[src/rtl/color_entry_controller_pkg.sv]
// Shared types and constants for launchpad colour entry: state encoding and field widths.
package color_entry_controller_pkg;

    localparam int COLOR_W  = 24;
    localparam int DIGITS   = 6;
    localparam int NIBBLE_W = 4;

    typedef enum logic [1:0] {
        ST_IDLE   = 2'd0,
        ST_SELECT = 2'd1,
        ST_ENTRY  = 2'd2,
        ST_COMMIT = 2'd3
    } state_t;

endpackage

[src/rtl/color_entry_controller_nibble_shifter.sv]
// 24-bit MSB-first nibble shift register for colour entry.
// Latency: 1 cycle per shift; no backpressure; clear has priority over shift_en.
module color_nibble_shifter
    import color_entry_controller_pkg::*;
(
    input  logic                clk,
    input  logic                reset,
    input  logic                clear,
    input  logic                shift_en,
    input  logic [NIBBLE_W-1:0] nibble,
    output logic [COLOR_W-1:0]  shreg
);

    always_ff @(posedge clk) begin
        if (reset || clear) begin
            shreg <= '0;
        end else if (shift_en) begin
            shreg <= {shreg[COLOR_W-NIBBLE_W-1:0], nibble};
        end
    end

endmodule

[src/rtl/color_entry_controller.sv]
// Sequences hex-key entry (slot key + six digits) into one 24-bit colour write; optional abort timer via COLOR_ENTRY_TIMEOUT_EN.
// Latency: sixth accepted key -> wr_en the next cycle; all outputs registered; no backpressure, keys outside SELECT/ENTRY are dropped.
module color_entry_controller
    import color_entry_controller_pkg::*;
#(
    parameter int NUM_SLOTS      = 4,
    parameter int SLOT_W         = 2
`ifdef COLOR_ENTRY_TIMEOUT_EN
    ,
    parameter int TIMEOUT_CYCLES = 2**24
`endif
) (
    input  logic               clk,
    input  logic               reset,
    input  logic               start,
    input  logic               cancel,
    input  logic               key_valid,
    input  logic [3:0]         key_value,
    output logic               busy,
    output logic [2:0]         digit_count,
    output logic               key_err,
    output logic               wr_en,
    output logic [SLOT_W-1:0]  wr_slot,
    output logic [COLOR_W-1:0] wr_color,
    output logic               timeout
);

    state_t              state;
    logic [SLOT_W-1:0]   slot;
    logic [COLOR_W-1:0]  shreg;
    logic                editing;
    logic                tmo_hit;
    logic                sh_clear;
    logic                sh_shift;

`ifdef COLOR_ENTRY_TIMEOUT_EN
    localparam int TMR_W = (TIMEOUT_CYCLES > 2) ? $clog2(TIMEOUT_CYCLES) : 1;
    localparam logic [TMR_W-1:0] TMR_LAST = TMR_W'(TIMEOUT_CYCLES - 1);
    logic [TMR_W-1:0] tmr;
`endif

    // A same-cycle key or cancel always beats the timer.
    always_comb begin
        editing = (state == ST_SELECT) || (state == ST_ENTRY);
        tmo_hit = 1'b0;
`ifdef COLOR_ENTRY_TIMEOUT_EN
        tmo_hit = editing && !cancel && !key_valid && (tmr == TMR_LAST);
`endif
        sh_shift = (state == ST_ENTRY) && key_valid && !cancel;
        sh_clear = ((state == ST_IDLE) && start) || (editing && cancel) ||
                   (state == ST_COMMIT) || tmo_hit;
    end

    color_nibble_shifter u_shifter (
        .clk      (clk),
        .reset    (reset),
        .clear    (sh_clear),
        .shift_en (sh_shift),
        .nibble   (key_value),
        .shreg    (shreg)
    );

    always_ff @(posedge clk) begin
        if (reset) begin
            state       <= ST_IDLE;
            slot        <= '0;
            busy        <= 1'b0;
            digit_count <= '0;
            key_err     <= 1'b0;
            wr_en       <= 1'b0;
            wr_slot     <= '0;
            wr_color    <= '0;
            timeout     <= 1'b0;
`ifdef COLOR_ENTRY_TIMEOUT_EN
            tmr         <= '0;
`endif
        end else begin
            key_err <= 1'b0;
            wr_en   <= 1'b0;
            timeout <= 1'b0;
`ifdef COLOR_ENTRY_TIMEOUT_EN
            if (editing) tmr <= tmr + 1'b1;
`endif
            case (state)
                ST_IDLE: begin
                    if (start) begin
                        state <= ST_SELECT;
                        busy  <= 1'b1;
`ifdef COLOR_ENTRY_TIMEOUT_EN
                        tmr   <= '0;
`endif
                    end
                end
                ST_SELECT, ST_ENTRY: begin
                    if (cancel || tmo_hit) begin
                        state       <= ST_IDLE;
                        busy        <= 1'b0;
                        digit_count <= '0;
                        timeout     <= tmo_hit;
                    end else if (key_valid && state == ST_SELECT) begin
                        if (int'(key_value) < NUM_SLOTS) begin
                            slot        <= key_value[SLOT_W-1:0];
                            digit_count <= '0;
                            state       <= ST_ENTRY;
`ifdef COLOR_ENTRY_TIMEOUT_EN
                            tmr         <= '0;
`endif
                        end else begin
                            key_err <= 1'b1;
                        end
                    end else if (key_valid) begin
                        digit_count <= digit_count + 3'd1;
`ifdef COLOR_ENTRY_TIMEOUT_EN
                        tmr         <= '0;
`endif
                        // Sixth digit: the shifter updates this same edge, so build the colour here.
                        if (int'(digit_count) == DIGITS - 1) begin
                            state    <= ST_COMMIT;
                            wr_en    <= 1'b1;
                            wr_slot  <= slot;
                            wr_color <= {shreg[COLOR_W-NIBBLE_W-1:0], key_value};
                        end
                    end
                end
                default: begin
                    state       <= ST_IDLE;
                    busy        <= 1'b0;
                    digit_count <= '0;
                end
            endcase
        end
    end

endmodule

[config.mk]
export PLATFORM = sky130hd
export DESIGN_NAME = color_entry_controller
export DESIGN_NICKNAME = d
export VERILOG_FILES = /design/src/rtl/color_entry_controller_pkg.sv /design/src/rtl/color_entry_controller_nibble_shifter.sv /design/src/rtl/color_entry_controller.sv
export SDC_FILE = /design/constraint.sdc
export NUM_CORES = 1
export LEC_CHECK = 0
export CORE_ASPECT_RATIO = 1.5
export CORE_MARGIN = 2
export CORE_UTILIZATION = 54
export CTS_BUF_LIST = sky130_fd_sc_hd__clkbuf_8
export DETAILED_ROUTE_END_ITERATION = 8
export PLACE_DENSITY = 0.82
export SLEW_MARGIN = 20
export SYNTH_ARGS = -nofsm -noshare
export SYNTH_HDL_FRONTEND = slang
export SYNTH_HIERARCHICAL = 1
export SYNTH_SLANG_ARGS = --single-unit
[constraint.sdc]
create_clock -name clk -period 2.3 [get_ports clk]
set_input_delay 0.46 -clock clk [delete_from_list [all_inputs] [get_ports clk]]
set_output_delay 0.46 -clock clk [all_outputs]
set_load 0.02 [all_outputs]
==> metrics, run 1 <==
status complete, no violations; Synth Instances 214; core region area about 4000 um2; Clk pwr share ~30%; net switching fraction of the power a little over a quarter; # diodes 0; syn nets between 200 and 250; Worst Path Required ~2.5 ns; RSZ-0062 raised after global routing false; largest net degree at the start of global routing 28; VDD IR max between 0.6 and 0.7 mV; HPWL Detailed approximately 2700 um; initial core utilization between 50% and 60%; Setup CP Type reg -> reg; Cells after DPL about 290; Final setup viols 0; port bufs 40; Syn Std Cell Area around 2200 um2; yosys warns 6; Clock Path Buffers 2; final worst-path cycle share between 80% and 90%; internal power between 1000 and 1500 uW; peak fanout along the critical path 20; critical path launch point type flop; clock sinks 56; TritonCTS clock tree yes; crit end category flop; Pre-Repair DR Iteration Count 4; Worst Hold Class reg -> reg; Mean Syn Cell Area 10.4 um2; clk slew on worst S/H paths about 0.090 ns; Final Hold Vio Count 0; Post-Route WL 3810 um; minimum clock period roughly 1.9 ns; DR DRC count 0; share of cells above drive strength 1 5.16%; Die H 82.8 um; initial antenna violation count 0; first-pass GRT wire length between 6000 and 7000 um; final-stage net count roughly 270; cts hold-fix bufs 0; DRT antenna net count 0; H-tree depth 2; DR iter-0 viols 22; CTS-repair resized insts 0; Slew @ Worst Pin 0.657 ns; Die W approximately 57 um; Root Buffer clkbuf_8; Static Leak approximately 0.0012 uW; worst rel slew slack between 50% and 60%; Fmax ~0.53 GHz; total number of vias roughly 1500; net switching power figure between 500 and 600 uW; fin. max-slew vios 0; final clock skew 0.00557 ns; TNS Setup 0 ns; Worst-Skew Late Latency ~0.30 ns; number of post-CTS setup repair buffers 0; die area between 4000 and 5000 um2; Finished Layout Cells ~300; Avg Vias per Cell around 5.2; Max Cap Violations 0; cell area power density approximately 740 nW/um2; Ports 42; Cell Rows 28; vias in the first global route 1527; Area growth syn-to-layout 23.1%; sequential fraction of design power about half; total grt overflow 0; data arrival time of the worst path between 2 and 2.5 ns; CTS buffer count 5; total track usage between 10% and 20%; DR WL/cell between 10 and 15 um; Comb pwr share around a fifth; routability cong. around 0.76
-- final timing paths --
check | startpoint | slack (ns) | to | cells after the start
hold / removal | wr_color[18] | 0.50 | wr_color[18] | 2
setup / recovery | state[0] | 0.40 | u_shifter/shreg[0] | 5
hold reg to reg | wr_color[18] | 0.50 | wr_color[18] | 2
setup reg to reg | state[0] | 0.40 | u_shifter/shreg[0] | 5
-- final cells by class --
cell class,count,area (um2)
clock inverters,3,42.5
fillers,322,1210
multi-input cells,140,1000
repair buffers,44,443
flip-flops and latches,56,1120
inverters,4,15.0
clock buffers,5,68.8
well taps,45,56.3
-- state kept, by name (all words and copies together) (netlist names) --
register	count
digit_count	3
state	2
slot	2
key_err	1
wr_color	24
wr_en	1
busy	1
u_shifter/shreg	20
wr_slot	2
-- through the flow --
| stage | hold slack, ns | area (um2) | worst slack [ns] | power [uW] | utilization (%) |
|---|---|---|---|---|---|
| after floorplan | 0.460 | 2240 | 0.595 | 1360 | - |
| after global placement | 0.470 | 2640 | 0.272 | 1420 | 66.7 |
| after detailed placement | 0.482 | 2640 | 0.242 | 1420 | 66.7 |
| after CTS | 0.506 | 2750 | 0.393 | 2050 | 69.5 |
| after global routing | 0.528 | 2750 | 0.253 | 2140 | 69.5 |
| final | 0.499 | 2750 | 0.401 | 2030 | 69.5 |
-- power groups by stage --
stage          clock network, uW  registers [uW]  logic (uW)
2_1_floorplan                  0            1050         312
3_3_place_gp                   0            1040         383
3_5_place_dp                   0            1040         385
4_1_cts                      650            1020         388
5_1_grt                      692            1020         427
6_report                     623            1020         387
-- routing by layer --
metal | vias up | share of wire, % | GRT usage (%) | wire, um
met5 | - | 0 | 0 | 0
met4 | 0 | 1.6 | 6.49 | 60
met3 | 4 | 3.3 | 4.83 | 125
met2 | 29 | 52 | 30.7 | 1960
met1 | 726 | 44 | 20.7 | 1660
li1 | 784 | - | - | -
-- placed cells by master (no fill, tap or decap), types with 2 or more instances in the layout --
master           count
a21oi_1              4
and2_1               2
buf_4                3
clkbuf_8             5
clkdlybuf4s50_1     40
dfxtp_1             56
ha_1                 6
inv_1                5
mux2i_1             49
nand2b_1             5
nand3b_1             2
nor2_1              52
nor2b_1              2
or2_1                3
-- critical path, cell delays in order, from the launching register on --
cell and delay, ns:
dfxtp_1 0.39, inv_1 0.08, ha_1 0.35, a221o_1 0.33, or2_1 0.48, nor2_1 0.20
Power figures use the tool's default switching activity.
==> run 2: changes to the inputs <==
Clock period 2.3 ns to 1.8 ns, I/O delays scaled along.
==> run 2 against run 1 <==
Against the previous run: die area is the same; power rose by 33%; largest cell class unchanged; via count increased by 6.5%; clock power rose by 13%; critical path depth up 1; critical path type unchanged; worst hold slack improved by 0.0017 ns.
==> metrics, run 2 (same netlist as run 1, synthesis figures left out) <==
H-tree depth 2 (unchanged); Min Hold Slack 0.500 ns (+0.00171 ns); status complete, no violations; total track usage 19.6% (+1.8 points); final clock skew 0.00618 ns (+0.000614 ns); DRT antenna net count 0 (unchanged); reg2reg end state[1]; final worst-path cycle share 98.2% (+16 points); total power 2700 uW (+33%); initial antenna violation count 0 (unchanged); Reg2Reg Depth 6 (+1); Final Hold Vio Count 0 (unchanged); total grt overflow 0 (unchanged); TritonCTS clock tree yes; fin. max-slew vios 0 (unchanged); Final setup viols 0 (unchanged); Pre-Repair DR Iteration Count 4 (unchanged); Max Cap Violations 0 (unchanged); Cell Rows 28 (unchanged); share of cells above drive strength 1 12.5% (+7.3 points); Avg Vias per Cell 5.30 (+2.0%); Worst-Skew Late Latency 0.31 ns (about the same); Largest Register wr_color; Worst Hold Class reg -> reg; total number of vias 1643 (+6.5%); reg2reg start state[1]; Comb pwr share 25.7% (+6.6 points); DR WL/cell 14.5 um (+13%); data arrival time of the worst path 1.97 ns (-0.16 ns); core region area 3960 um2 (unchanged); min-delay src wr_color[20]; Root Buffer clkbuf_8; crit-path leading delay family compound AO/OA/AOI/OAI gates; final-stage net count 279 (+4.9%); cell area power density 941 nW/um2 (+28%); DR DRC count 0 (unchanged); internal power 1920 uW (+30%); FF-to-FF setup slack 0.03 ns (-0.37 ns); die area 4680 um2 (unchanged); critical path launch point type flop; Clock Path Buffers 2 (unchanged); fillers 302 (-6.2%); port bufs 40 (unchanged); Worst path max stage delay 0.35 ns (-0.13 ns); Setup CP Type reg -> reg; crit end category flop; first-pass GRT wire length 7190 um (+7.2%); clk slew on worst S/H paths 0.09 ns (about the same); Fmax 0.566 GHz (+7.5%); Die H 82.8 um (unchanged); WHS Endpoint wr_color[20]; CTS-repair resized insts 0 (unchanged); Clk pwr share 26.1% (-4.7 points); routability cong. 0.805 (+6.6%); clock sinks 56 (unchanged); net switching power figure 775 uW (+43%); CTS buffer count 5 (unchanged); CP max-delay cell dfxtp_2; minimum clock period 1.77 ns (-0.132 ns); vias in the first global route 1598 (+4.6%); initial core utilization 56.5% (unchanged); fin util 72.4% (+2.9 points); Ports 42 (unchanged); Post-Route WL 4510 um (+18%); Area growth syn-to-layout 28.2%; most common cell after layout, fill and taps aside dfxtp_1; hold path depth 2 (unchanged); # diodes 0 (unchanged); Worst Path Required 2.00 ns (-0.53 ns); sequential fraction of design power 48.2% (-1.9 points); cts hold-fix bufs 0 (unchanged); largest net degree at the start of global routing 28 (unchanged); DR iter-0 viols 31 (+41%); top flop regs wr_color: 24 flops, u_shifter/shreg: 20 flops, digit_count: 3 flops; peak fanout along the critical path 5 (-75%); Die W 56.5 um (unchanged); worst path cell trace inv_1 -> ha_2 -> or2_4 -> a2bb2oi_1 -> o211ai_1 -> a221oi_1; net switching fraction of the power 28.7% (+2.0 points); HPWL Detailed 3030 um (+12%); Static Leak 0.00125 uW (+5.1%); Critical path buffers and inverters 1 (unchanged); commonest non-fill, non-tap cells in the layout 54 x dfxtp_1, 52 x nor2_1, 49 x mux2i_1, 40 x clkdlybuf4s50_1, 15 x buf_4; number of flip-flops in the largest register 24 (unchanged); VDD IR max 0.784 mV (+21%); number of post-CTS setup repair buffers 0 (unchanged)
[run 2: cell type report]
type                    instances  area, um2  share of cell area (%)
clock buffers                   6       82.6                    2.88
clock inverters                 2       10.0                   0.349
inverters                       4       15.0                   0.524
multi-input cells             140       1030                    35.8
flip-flops and latches         56       1120                    39.2
well taps                      45       56.3                    1.96
repair buffers                 57        553                    19.3
[run 2: worst max-delay path by stage]
| stage | startpoint | endpoint | slack (ns) | cells after the start |
|---|---|---|---|---|
| floorplan | state[0] | digit_count[2] | 0.09 | 6 |
| finish | state[1] | state[1] | 0.03 | 6 |
| CTS | state[0] | digit_count[1] | 0.01 | 7 |
| detailed placement | cancel | u_shifter/shreg[4] | -0.11 | 7 |
| global placement | cancel | state[1] | -0.06 | 6 |
| global route | state[1] | state[1] | -0.03 | 6 |
[run 2: worst min-delay path, delay by kind of cell, from the launching register on]
kind / cells / cell delay [ns]
simple gates: 1 / 0.07
mux: 1 / 0.07
flops: 1 / 0.34
[run 2: through the flow]
| stage | worst slack, ns | setup TNS [ns] | std cells | cell area [um2] |
|---|---|---|---|---|
| 4_1_cts | 0.0122 | 0 | 310 | 2840 |
| 5_1_grt | -0.0288 | -0.0571 | 310 | 2870 |
| 6_report | 0.0331 | 0 | 310 | 2870 |
| 2_1_floorplan | 0.0946 | 0 | 214 | 2240 |
| 3_5_place_dp | -0.112 | -3.49 | 302 | 2750 |
| 3_3_place_gp | -0.0634 | -0.717 | 302 | 2750 |
[run 2: layer usage]
metal | vias up | routed length, um | global-route usage (%)
li1 | 815 | - | -
met1 | 782 | 1890 | 21.9
met2 | 37 | 2330 | 33.9
met3 | 9 | 164 | 4.52
met4 | 0 | 129 | 9.74
met5 | - | 0 | 0
[run 2: power by group through the flow]
stage | clock network [uW] | logic, uW | registers (uW)
3_5_place_dp | 0 | 613 | 1320
2_1_floorplan | 0 | 398 | 1340
5_1_grt | 769 | 728 | 1310
3_3_place_gp | 0 | 596 | 1320
6_report | 704 | 693 | 1300
4_1_cts | 713 | 616 | 1300
==> variant, RTL diff (settings of run 2) <==
Build with the macro `COLOR_ENTRY_TIMEOUT_EN` defined.
--- a/src/rtl/color_entry_controller.sv
+++ b/src/rtl/color_entry_controller.sv
@@ -1,4 +1,6 @@
 // Sequences hex-key entry (slot key + six digits) into one 24-bit colour write; optional abort timer via COLOR_ENTRY_TIMEOUT_EN.
 // Latency: sixth accepted key -> wr_en the next cycle; all outputs registered; no backpressure, keys outside SELECT/ENTRY are dropped.
+`define COLOR_ENTRY_TIMEOUT_EN
+
 module color_entry_controller
     import color_entry_controller_pkg::*;
Formal check against the unedited RTL: no difference found for any inputs over 10 cycles, from zero or initial values and one cycle with reset high; that may be too few to reach the edited logic, so the function may still have changed.
==> variant against run 2 <==
Total power up 66%; final area rose by 54%; via count grew 70%; critical path depth grew 1; cell count grew 70%; area after synthesis rose by 52%; first-iteration DRC count grew to 5.0 times the old value; wire length rose by 64%; sequential cell count is 25 higher; worst setup slack about the same; sequential power grew 45%.
==> variant: results <==
[clock_network]
cts_made_buffers = 9
clock_latency_ns = 0.36
cts-root-buf = clkbuf_8
clockBufferDepth = 2
clk_pin_slew_ns = 0.09
h-tree-depth = 3

[grt]
grt_pass1_vias = 2800
grt_use_total_pct = 22.9
grt_pass1_wl_mm = 12.1
grt_max_degree = 28
antenna_found_initial = 0

[layout]
drive_gt1_share_pct = 18.1
nFillCells = 465
antennaDiodeCount = 0
final_nets = 465
top_regs = tmr x24, wr_color x24, u_shifter/shreg x20

[yosys]
syn-num-nets = 393
ys_warn_count = 6

[timing]
setup_violations = 0
slew_headroom_pct = 74.5
fin_skew_ns = 0.0121

[setup_path]
critPathArrivalTime_ns = 2.06
worstPathMaxFanout = 3

[route]
wl_per_cell_um = 14.0
firstDrtPassIters = 4
drtIter0Drc = 154
via_per_inst = 5.30

[place]
dp_slack_ns = -0.358
gp_congestion = 0.925
io_buffers = 41
dp.final_hpwl_mm = 5.34

[power]
ir_drop_mv = 0.699
swShare_pct = 30.8
p_leak_nw = 1.64

[status]
status = complete, no violations

[hold_path]
hold_class = flip-flop to flip-flop
variant: metrics by stage:
step / hold WS, ns / area, sq um / setup TNS, ns / cells
floorplan: 0.431 / 3430 / 0 / 377
global placement: 0.443 / 4150 / -8.94 / 510
detailed placement: 0.445 / 4150 / -11.08 / 510
CTS: 0.455 / 4380 / 0 / 526
global route: 0.473 / 4420 / -0.0494 / 528
finish: 0.458 / 4420 / 0 / 528
variant: what timing repair did:
item                       CTS  global route
setup endpoints to repair   22            51
pin swaps                    0             4
setup buffers                0             2
gates resized for setup      4            11
variant: worst max-delay path: stages (launching register included):
cell and delay, ns:
dfxtp_2 0.33, buf_4 0.14, ha_1 0.22, o21bai_1 0.23, a21oi_2 0.09, o41ai_1 0.36, and3_2 0.24, a311o_1 0.10
variant: worst paths after layout:
check / endpoint / cells after the start / slack, ns / start
worst max-delay path: state[0]$_SDFFE_PP0P_ / 7 / 0.03 / state[1]$_SDFFE_PP0P_
worst min-delay path: wr_color[15]$_SDFFE_PP0P_ / 2 / 0.46 / wr_color[15]$_SDFFE_PP0P_
worst max register to register: state[0]$_SDFFE_PP0P_ / 7 / 0.03 / state[1]$_SDFFE_PP0P_
worst min register to register: wr_color[15]$_SDFFE_PP0P_ / 2 / 0.46 / wr_color[15]$_SDFFE_PP0P_
variant: cell type report:
cell class                      instances  area, sq um  share of cell area [%]
Multi-Input combinational cell        271         1710                    38.7
Sequential cell                        81         1620                    36.7
Timing Repair Buffer                   80          768                    17.4
Clock buffer                            9          124                    2.80
Tap cell                               74         92.6                    2.09
Clock inverter                          7         82.6                    1.87
Inverter                                6         22.5                   0.509
variant: power by group through the flow:
stage / registers, mW / logic, mW / clock network, mW
2_1_floorplan: 1.94 / 0.678 / 0
3_3_place_gp: 1.91 / 1.11 / 0
3_5_place_dp: 1.92 / 1.13 / 0
4_1_cts: 1.87 / 1.16 / 1.38
5_1_grt: 1.89 / 1.33 / 1.46
6_report: 1.88 / 1.25 / 1.36
variant: layer usage:
layer	global-route usage, %	wire, um
met1	22.8	2810
met2	43.2	4200
met3	5.92	241
met4	9.20	151
met5	0	0
